$ cat src/rtl/breakpoint_unit.sv
// rtl/breakpoint_unit.sv - hardware breakpoint table with registered active-low halt request
// Optional hit counter port/logic enabled by defining BREAKPOINT_HIT_COUNTER_EN.
module breakpoint_unit #(
  parameter int ADDR_WIDTH = 16,
  parameter int NUM_BP     = 4,
  localparam int IDX_W     = (NUM_BP > 1) ? $clog2(NUM_BP) : 1
) (
  input  logic                  i_clk,
  input  logic                  i_resetn,
  input  logic                  i_breakpointEnableN,
  input  logic [ADDR_WIDTH-1:0] i_pc,
  input  logic                  i_fetch,
  input  logic                  i_wrEn,
  input  logic [IDX_W-1:0]      i_wrIdx,
  input  logic [ADDR_WIDTH-1:0] i_wrAddr,
  input  logic                  i_wrValid,
  input  logic                  i_resume,
  output logic                  o_breakpointHitN,
  output logic [IDX_W-1:0]      o_hitIdx,
  output logic [ADDR_WIDTH-1:0] o_hitPc
`ifdef BREAKPOINT_HIT_COUNTER_EN
  ,
  output logic [7:0]            o_hitCount
`endif
);

  typedef enum logic [1:0] {
    ARMED = 2'd0,
    HIT   = 2'd1,
    SKIP  = 2'd2
  } state_e;

  state_e                  state_q, state_d;
  logic [NUM_BP-1:0]       valid_q;
  logic [ADDR_WIDTH-1:0]   addr_q [NUM_BP];
  logic [IDX_W-1:0]        hit_idx_q;
  logic [ADDR_WIDTH-1:0]   hit_pc_q;
  logic                    hit_n_q;
  logic                    match;
  logic [IDX_W-1:0]        match_idx;
  logic                    load_hit;

  // Priority search: lowest-index valid slot equal to the fetched PC.
  always_comb begin
    match     = 1'b0;
    match_idx = '0;
    for (int i = 0; i < NUM_BP; i++) begin
      if (!match && valid_q[i] && (addr_q[i] == i_pc)) begin
        match     = 1'b1;
        match_idx = IDX_W'(i);
      end
    end
  end

  always_comb begin
    state_d  = state_q;
    load_hit = 1'b0;
    if (i_breakpointEnableN) begin
      state_d = ARMED;
    end else begin
      case (state_q)
        ARMED: begin
          if (i_fetch && match) begin
            state_d  = HIT;
            load_hit = 1'b1;
          end
        end
        HIT: begin
          if (i_resume) state_d = SKIP;
        end
        SKIP: begin
          // Refetching the halted PC steps off the breakpoint instead of re-hitting.
          if (i_fetch) begin
            if (match && (i_pc != hit_pc_q)) begin
              state_d  = HIT;
              load_hit = 1'b1;
            end else begin
              state_d = ARMED;
            end
          end
        end
        default: state_d = ARMED;
      endcase
    end
  end

  always_ff @(posedge i_clk) begin
    if (!i_resetn) begin
      state_q   <= ARMED;
      valid_q   <= '0;
      hit_idx_q <= '0;
      hit_pc_q  <= '0;
      hit_n_q   <= 1'b1;
    end else begin
      state_q <= state_d;
      hit_n_q <= (state_d != HIT);
      if (load_hit) begin
        hit_idx_q <= match_idx;
        hit_pc_q  <= i_pc;
      end
      for (int i = 0; i < NUM_BP; i++) begin
        if (i_wrEn && (i_wrIdx == IDX_W'(i))) valid_q[i] <= i_wrValid;
      end
    end
  end

  // Addresses are meaningless until their valid bit is set, so they carry no reset.
  always_ff @(posedge i_clk) begin
    for (int i = 0; i < NUM_BP; i++) begin
      if (i_wrEn && i_wrValid && (i_wrIdx == IDX_W'(i))) addr_q[i] <= i_wrAddr;
    end
  end

  assign o_breakpointHitN = hit_n_q;
  assign o_hitIdx         = hit_idx_q;
  assign o_hitPc          = hit_pc_q;

`ifdef BREAKPOINT_HIT_COUNTER_EN
  logic [7:0] hit_cnt_q;

  always_ff @(posedge i_clk) begin
    if (!i_resetn) begin
      hit_cnt_q <= '0;
    end else if (load_hit && (hit_cnt_q != 8'hFF)) begin
      hit_cnt_q <= hit_cnt_q + 8'd1;
    end
  end

  assign o_hitCount = hit_cnt_q;
`endif

endmodule

$ cat config.mk
export PLATFORM = sky130hd
export DESIGN_NAME = breakpoint_unit
export DESIGN_NICKNAME = d
export VERILOG_FILES = /design/src/rtl/breakpoint_unit.sv
export SDC_FILE = /design/constraint.sdc
export NUM_CORES = 1
export LEC_CHECK = 0
export ABC_CLOCK_PERIOD_IN_PS = 3050
export CORE_ASPECT_RATIO = 0.75
export CORE_MARGIN = 2
export CORE_UTILIZATION = 58
export DETAILED_ROUTE_END_ITERATION = 16
export PLACE_DENSITY = 0.88
export SYNTH_ARGS = -nofsm -noshare
export SYNTH_HDL_FRONTEND = slang
export SYNTH_SLANG_ARGS = --single-unit
$ cat constraint.sdc
create_clock -name i_clk -period 3.05 [get_ports i_clk]
set_input_delay 0.4575 -clock i_clk [delete_from_list [all_inputs] [get_ports i_clk]]
set_output_delay 0.4575 -clock i_clk [all_outputs]
set_load 0.01 [all_outputs]
# [Word level (Yosys, flattened, before mapping)]
# Memory sizes are Yosys's and may differ from the RTL's.
# Cells that the tools add are included.
# W data, S select, Z words.
[word_totals] ff_bits=25 ram_bits=64 input_bits=41 out_inout_bits=19 elab_cells=81 mem_count=1
[op_classes] n_eq_ne=11 mux=35 n_reduce_logical=26
[mem_list] name="addr_q" depth=4 width=16 read_ports=4 rd_ports_with_merged_regs=0 wr=1 line="35" source="logic [ADDR_WIDTH-1:0] addr_q [NUM_BP];"
[ops] cell="$eq A16 B16 Y1" n=4
[ops] cell="$mux W16" n=3
[ops] cell="$reduce_or A16 Y1" n=3
[ops] cell="$mux W1" n=21
[ops] cell="$logic_and A1 B1 Y1" n=18
[ops] cell="$mux W2" n=9
[ops] cell="$ne A16 B16 Y1" n=1
[ops] cell="$eq A2 B2 Y1 const B" n=3
[ops] cell="$pmux W2 S3" n=1
[ops] cell="$eq A2 B1 Y1 const B" n=2
[ops] cell="$logic_not A2 Y1" n=2
[ops] cell="$logic_not A1 Y1" n=3
[ops] cell="$ne A2 B1 Y1 const B" n=1
[ops] cell="$pmux W1 S2" n=1

# [Depth between registers and ports, before layout]
# An unclocked memory read counts as a cell.
[depth] ltp_word=22 mapped_depth=10 ltp_nobuf=7

# [Worst setup path after synthesis]
# OpenSTA, ideal clock, no wires.
[synth_path] path_type="input-to-reg" startpoint="in i_wrIdx[1]" endpoint="mem addr_q[2][0] (enable)" arrival_ns=1.729 t_required_ns=2.638 slack_ns=0.909 path_stages=2 n_path_buf=0 cell_sequence="inv_1 nor3_1"
[synth_between] elab_chain_len=8 word_cells_on_any_way=25 cone_classes="eq/ne (3); mux (14); reduce/logical (8)"
[synth_lines] element="start, declared" line="14" source="input logic [IDX_W-1:0] i_wrIdx,"
[synth_lines] element="$eq A2 B1 Y1" line="110" source="if (i_wrEn && i_wrValid && (i_wrIdx == IDX_W'(i))) addr_q[i] <= i_wrAddr;"
[synth_lines] element="$logic_and A1 B1 Y1" line="110"
[synth_lines] element="$mux W1" line="110"
[synth_lines] element="$mux W1 (implied by the code)" line="110"
[synth_lines] element="$reduce_or A16 Y1 (no line)"
[synth_lines] element="$mux W2 (no line) or $mux W1 (tied branches) (3 in a row)"
[synth_lines] element="end, declared" line="35"
# Several ways; a longest one is shown, not always the timed one.

# [Worst setup path after layout]
[layout_path] startpoint="in i_pc[4]" endpoint="reg hit_pc_q[1], in the netlist o_hitPc[1]"
[layout_between] elab_chain_len=20 word_cells_on_any_way=26 cone_classes="eq/ne (5); mux (9); reduce/logical (12)"
[layout_lines] element="start, declared" line="11" source="input logic [ADDR_WIDTH-1:0] i_pc,"
[layout_lines] element="$eq A16 B16 Y1" line="48" source="if (!match && valid_q[i] && (addr_q[i] == i_pc)) begin"
[layout_lines] element="$logic_and A1 B1 Y1" line="48"
[layout_lines] element="$mux W1" line="48"
[layout_lines] element="$logic_not A1 Y1" line="48"
[layout_lines] element="$logic_and A1 B1 Y1 (2 in a row)" line="48"
[layout_lines] element="$mux W1" line="48"
[layout_lines] element="$logic_not A1 Y1" line="48"
[layout_lines] element="$logic_and A1 B1 Y1 (2 in a row)" line="48"
[layout_lines] element="$mux W1" line="48"
[layout_lines] element="$logic_not A1 Y1" line="48"
[layout_lines] element="$logic_and A1 B1 Y1 (2 in a row)" line="48"
[layout_lines] element="$mux W1" line="48"
[layout_lines] element="$logic_and A1 B1 Y1" line="74" source="if (match && (i_pc != hit_pc_q)) begin"
[layout_lines] element="$mux W1" line="74"
[layout_lines] element="$mux W1" line="73" source="if (i_fetch) begin"
[layout_lines] element="$pmux W1 S2 (*)" line="61" source="case (state_q)"
[layout_lines] element="$mux W1 (*)" line="58" source="if (i_breakpointEnableN) begin"
[layout_lines] element="end signal, assigned" line="99" source="hit_pc_q <= i_pc;"
[layout_lines] element="end, declared" line="37" source="logic [ADDR_WIDTH-1:0] hit_pc_q;"
# Every way passes the cells marked *; elsewhere a longest branch is shown, timed or not.
# A chain may end at the register's enable or synchronous reset.

==> flow_summary_export.csv <==
group,metric,value,unit
outcome,status,"finished, final reports clean",
global_routing,grt_pass1_vias,2345,
yosys,synth_xor_area_share,17.6,%
setup_path,worst_setup_path_end_kind,"register",
route,ant_nets,0,
job,max_cap_viol_count,0,
die,die_x,99.6,um
clock_tree,cts_setup_buffers,0,
worst_hold_path,min_path_type,"reg2reg",
setup_path,cp_max_fo,18,
placement,gp_congestion,0.900,
global_routing,grt_max_degree,22,
yosys,synth_compound_area_share,2.58,%
yosys,avgSynthCellArea,13.3,um^2
die,coreArea,6730,um^2
clock_tree,cts_sinks,89,
clock_tree,clock-root-buffer,"clkbuf_8",
route,first_iter_violations,267,
layout,nNetsFinal,399,
sta,tightest_slew,0.646,ns
layout,fillers,465,
die,chipHeight,75.7,um
placement,dp_cells,431,
clock_tree,cts_made_buffers,9,
power,p_leak,1.58,nW
die,rows,26,
yosys,yosysUniqueCellTypes,32,
yosys,synth-seq-area-share,61.0,%
sta,fin_worst_hold_slack,0.474,ns
clock_tree,ctsResizeCount,0,
die,dieArea,7540,um^2
power,vdd_drop_max,0.320,mV
sta,drv_slew,0,
clock_tree,cts_tree,"built",
sta,skew,0.00790,ns
setup_path,worstPathRequired,3.27,ns
yosys,synth_simple_gate_area_share,9.79,%
layout,num_antenna_cells,0,
layout,fin_cells,446,
yosys,synth_mux_area_share,4.03,%
clock_tree,cts_buffer_depth,2,
sta,clock.fmax,380,MHz
route,drcViolationCount,0,
placement,portBuffers,59,
clock_tree,hold_buffers,0,
route,dr.pass1.iters,5,
clock_tree,clk_latency,0.36,ns
setup_path,worstSetupPathType,"in2reg",
sta,hold_viol,0,
global_routing,grt-ovfl-total,0,
yosys,ys_seq_elements,89,
sta,relSlewSlack,56.9,%
global_routing,grt_pass1_wl,12700,um
route,viasPerCell,5.63,
sta,setup_viol,0,
yosys,syn_nets,339,
sta,rsz0062_at_grt,"false",
clock_tree,path_clk_slew,0.09,ns
global_routing,grt_use_total,23.5,%
layout,area_delta_synth_final,19.6,%
route,wirelength,8440,um
power,power_density,477,nW/um^2
clock_tree,cts_max_level,3,
route,vias,2513,
route,avgRoutedWirePerCell,18.9,um
yosys,synth_warnings,0,
sta,min_period,2.63,ns
yosys,synthesis.area,3970,um^2
setup_path,start_kind,"input port",
setup_path,rrSetupSlack,0.81,ns
yosys,synth_fa_ha_area_share,0,%
yosys,syn_inst,298,
die,io_pins,60,
placement,dp_hpwl,6180,um
yosys,synth_top_family_by_area,"XOR/XNOR gates",
setup_path,critPathArrivalTime,2.85,ns
power,design_power_total,2.27,mW
sta,finalCritPeriodShare,86.3,%
global_routing,antenna_found_initial,0,
sta,finalSetupTns,0,ns
layout,drive_gt1_share,8.01,%
sta,worst_slack,0.417,ns
placement,pre_cts_ws,0.107,ns
die,start_util,59.0,%
## critical path, cell delays in order
cell	delay, ns
clkdlybuf4s50_1	0.59
xor2_1	0.24
nor4_1	0.48
and3_1	0.25
a22oi_1	0.09
a31oi_2	0.25
buf_12	0.20
mux2i_1	0.21
nor2_1	0.06
## sequential cells by signal, indices dropped and copies added, names as in the netlist
| name | count |
|---|---|
| addr_q | 64 |
| valid_q | 4 |
| o_hitIdx | 2 |
| o_hitPc | 16 |
| o_breakpointHitN | 1 |
| state_q | 2 |
## synthesized netlist by cell type
cell / instances / share of area (%)
a211oi_1: 1 / 0.19
buf_6: 12 / 3.4
a22oi_1: 1 / 0.19
clkbuf_1: 2 / 0.19
nand4_1: 12 / 1.9
nor2_1: 24 / 2.3
o31a_1: 1 / 0.22
xor2_1: 28 / 6.2
xnor2_1: 52 / 11
buf_2: 5 / 0.63
edfxtp_1: 64 / 48
o21ai_0: 1 / 0.13
mux2i_1: 16 / 4.0
o21ai_1: 2 / 0.25
buf_12: 1 / 0.50
and3_1: 2 / 0.31
nor4_1: 7 / 1.1
a31oi_1: 1 / 0.16
and2_1: 2 / 0.31
nor2b_1: 1 / 0.16
nand3b_1: 2 / 0.38
a221oi_1: 1 / 0.22
nand3_1: 7 / 0.88
o311ai_1: 1 / 0.22
dfxtp_1: 25 / 13
inv_1: 3 / 0.28
nor3_4: 2 / 0.82
nand2_1: 9 / 0.85
nor3_1: 4 / 0.50
a221o_1: 1 / 0.25
nand2b_1: 2 / 0.31
a21oi_1: 6 / 0.76
## power by group
part | internal, mW | switching (mW) | leakage, nW | total, mW
sequential | 1.32 | 0.0138 | 0.783 | 1.34
clock | 0.298 | 0.419 | 0.0797 | 0.717
combinational | 0.103 | 0.107 | 0.713 | 0.211
total | 1.73 | 0.540 | 1.58 | 2.27
## metal layers
| metal | global-route usage, % | part of all wire, % | vias up |
|---|---|---|---|
| li1 | - | - | 1160 |
| met1 | 32.7 | 44 | 1209 |
| met2 | 36.9 | 45 | 121 |
| met3 | 6.15 | 8.6 | 23 |
| met4 | 7.91 | 2.3 | 0 |
| met5 | 0 | 0 | - |
## through the flow
| stage | util (%) | cell area (um^2) |
|---|---|---|
| 2_1_floorplan | - | 3970 |
| 5_1_grt | 70.6 | 4750 |
| 3_3_place_gp | 68.1 | 4590 |
| 6_report | 70.6 | 4750 |
| 3_5_place_dp | 68.1 | 4590 |
| 4_1_cts | 70.6 | 4750 |
## kinds of logic (layout without fill, tap and decap cells)
| group | Yosys count | count (layout) |
|---|---|---|
| flops | 89 | 89 |
| xor+xnor | 80 | 80 |
| compound gates | 16 | 16 |
| mux | 16 | 16 |
| buf+inv | 23 | 87 |
| simple gates | 74 | 74 |
## placed cells by master, fill, tap and decap left out, drive strengths merged, types with 2 or more instances in the layout
| master | Yosys | routed |
|---|---|---|
| nand2 | 9 | 9 |
| and3 | 2 | 2 |
| nor4 | 7 | 7 |
| nand3 | 7 | 7 |
| mux2i | 16 | 16 |
| nand4 | 12 | 12 |
| edfxtp | 64 | 64 |
| a21oi | 6 | 6 |
| o21ai | 3 | 3 |
| clkdlybuf4s50 | 0 | 59 |
| dfxtp | 25 | 25 |
| buf | 18 | 10 |
| nand2b | 2 | 2 |
| and2 | 2 | 2 |
| nor3 | 6 | 6 |
| clkbuf | 2 | 10 |
| inv | 3 | 6 |
| xor2 | 28 | 28 |
| nor2 | 24 | 24 |
| clkinvlp | 0 | 2 |
| xnor2 | 52 | 52 |
| nand3b | 2 | 2 |
## area by class of cell
cell class / count / area (um^2) / share of cell area, %
Clock buffer: 10 / 128 / 2.69
Clock inverter: 5 / 38.8 / 0.816
Inverter: 3 / 11.3 / 0.237
Multi-Input combinational cell: 186 / 1370 / 28.8
Sequential cell: 89 / 2420 / 51.0
Tap cell: 84 / 105 / 2.21
Timing Repair Buffer: 69 / 678 / 14.3
## path summary, 6_finish.rpt
kind / to / start / cells after the start
worst min-delay path: o_hitIdx[0] / o_hitIdx[0] / 2
worst min register to register: o_hitIdx[0] / o_hitIdx[0] / 2
worst max-delay path: o_hitPc[1] / i_pc[4] / 9
worst max register to register: o_hitPc[1] / addr_q[3][4] / 8
No activity file was read; power rests on OpenSTA's default activity.
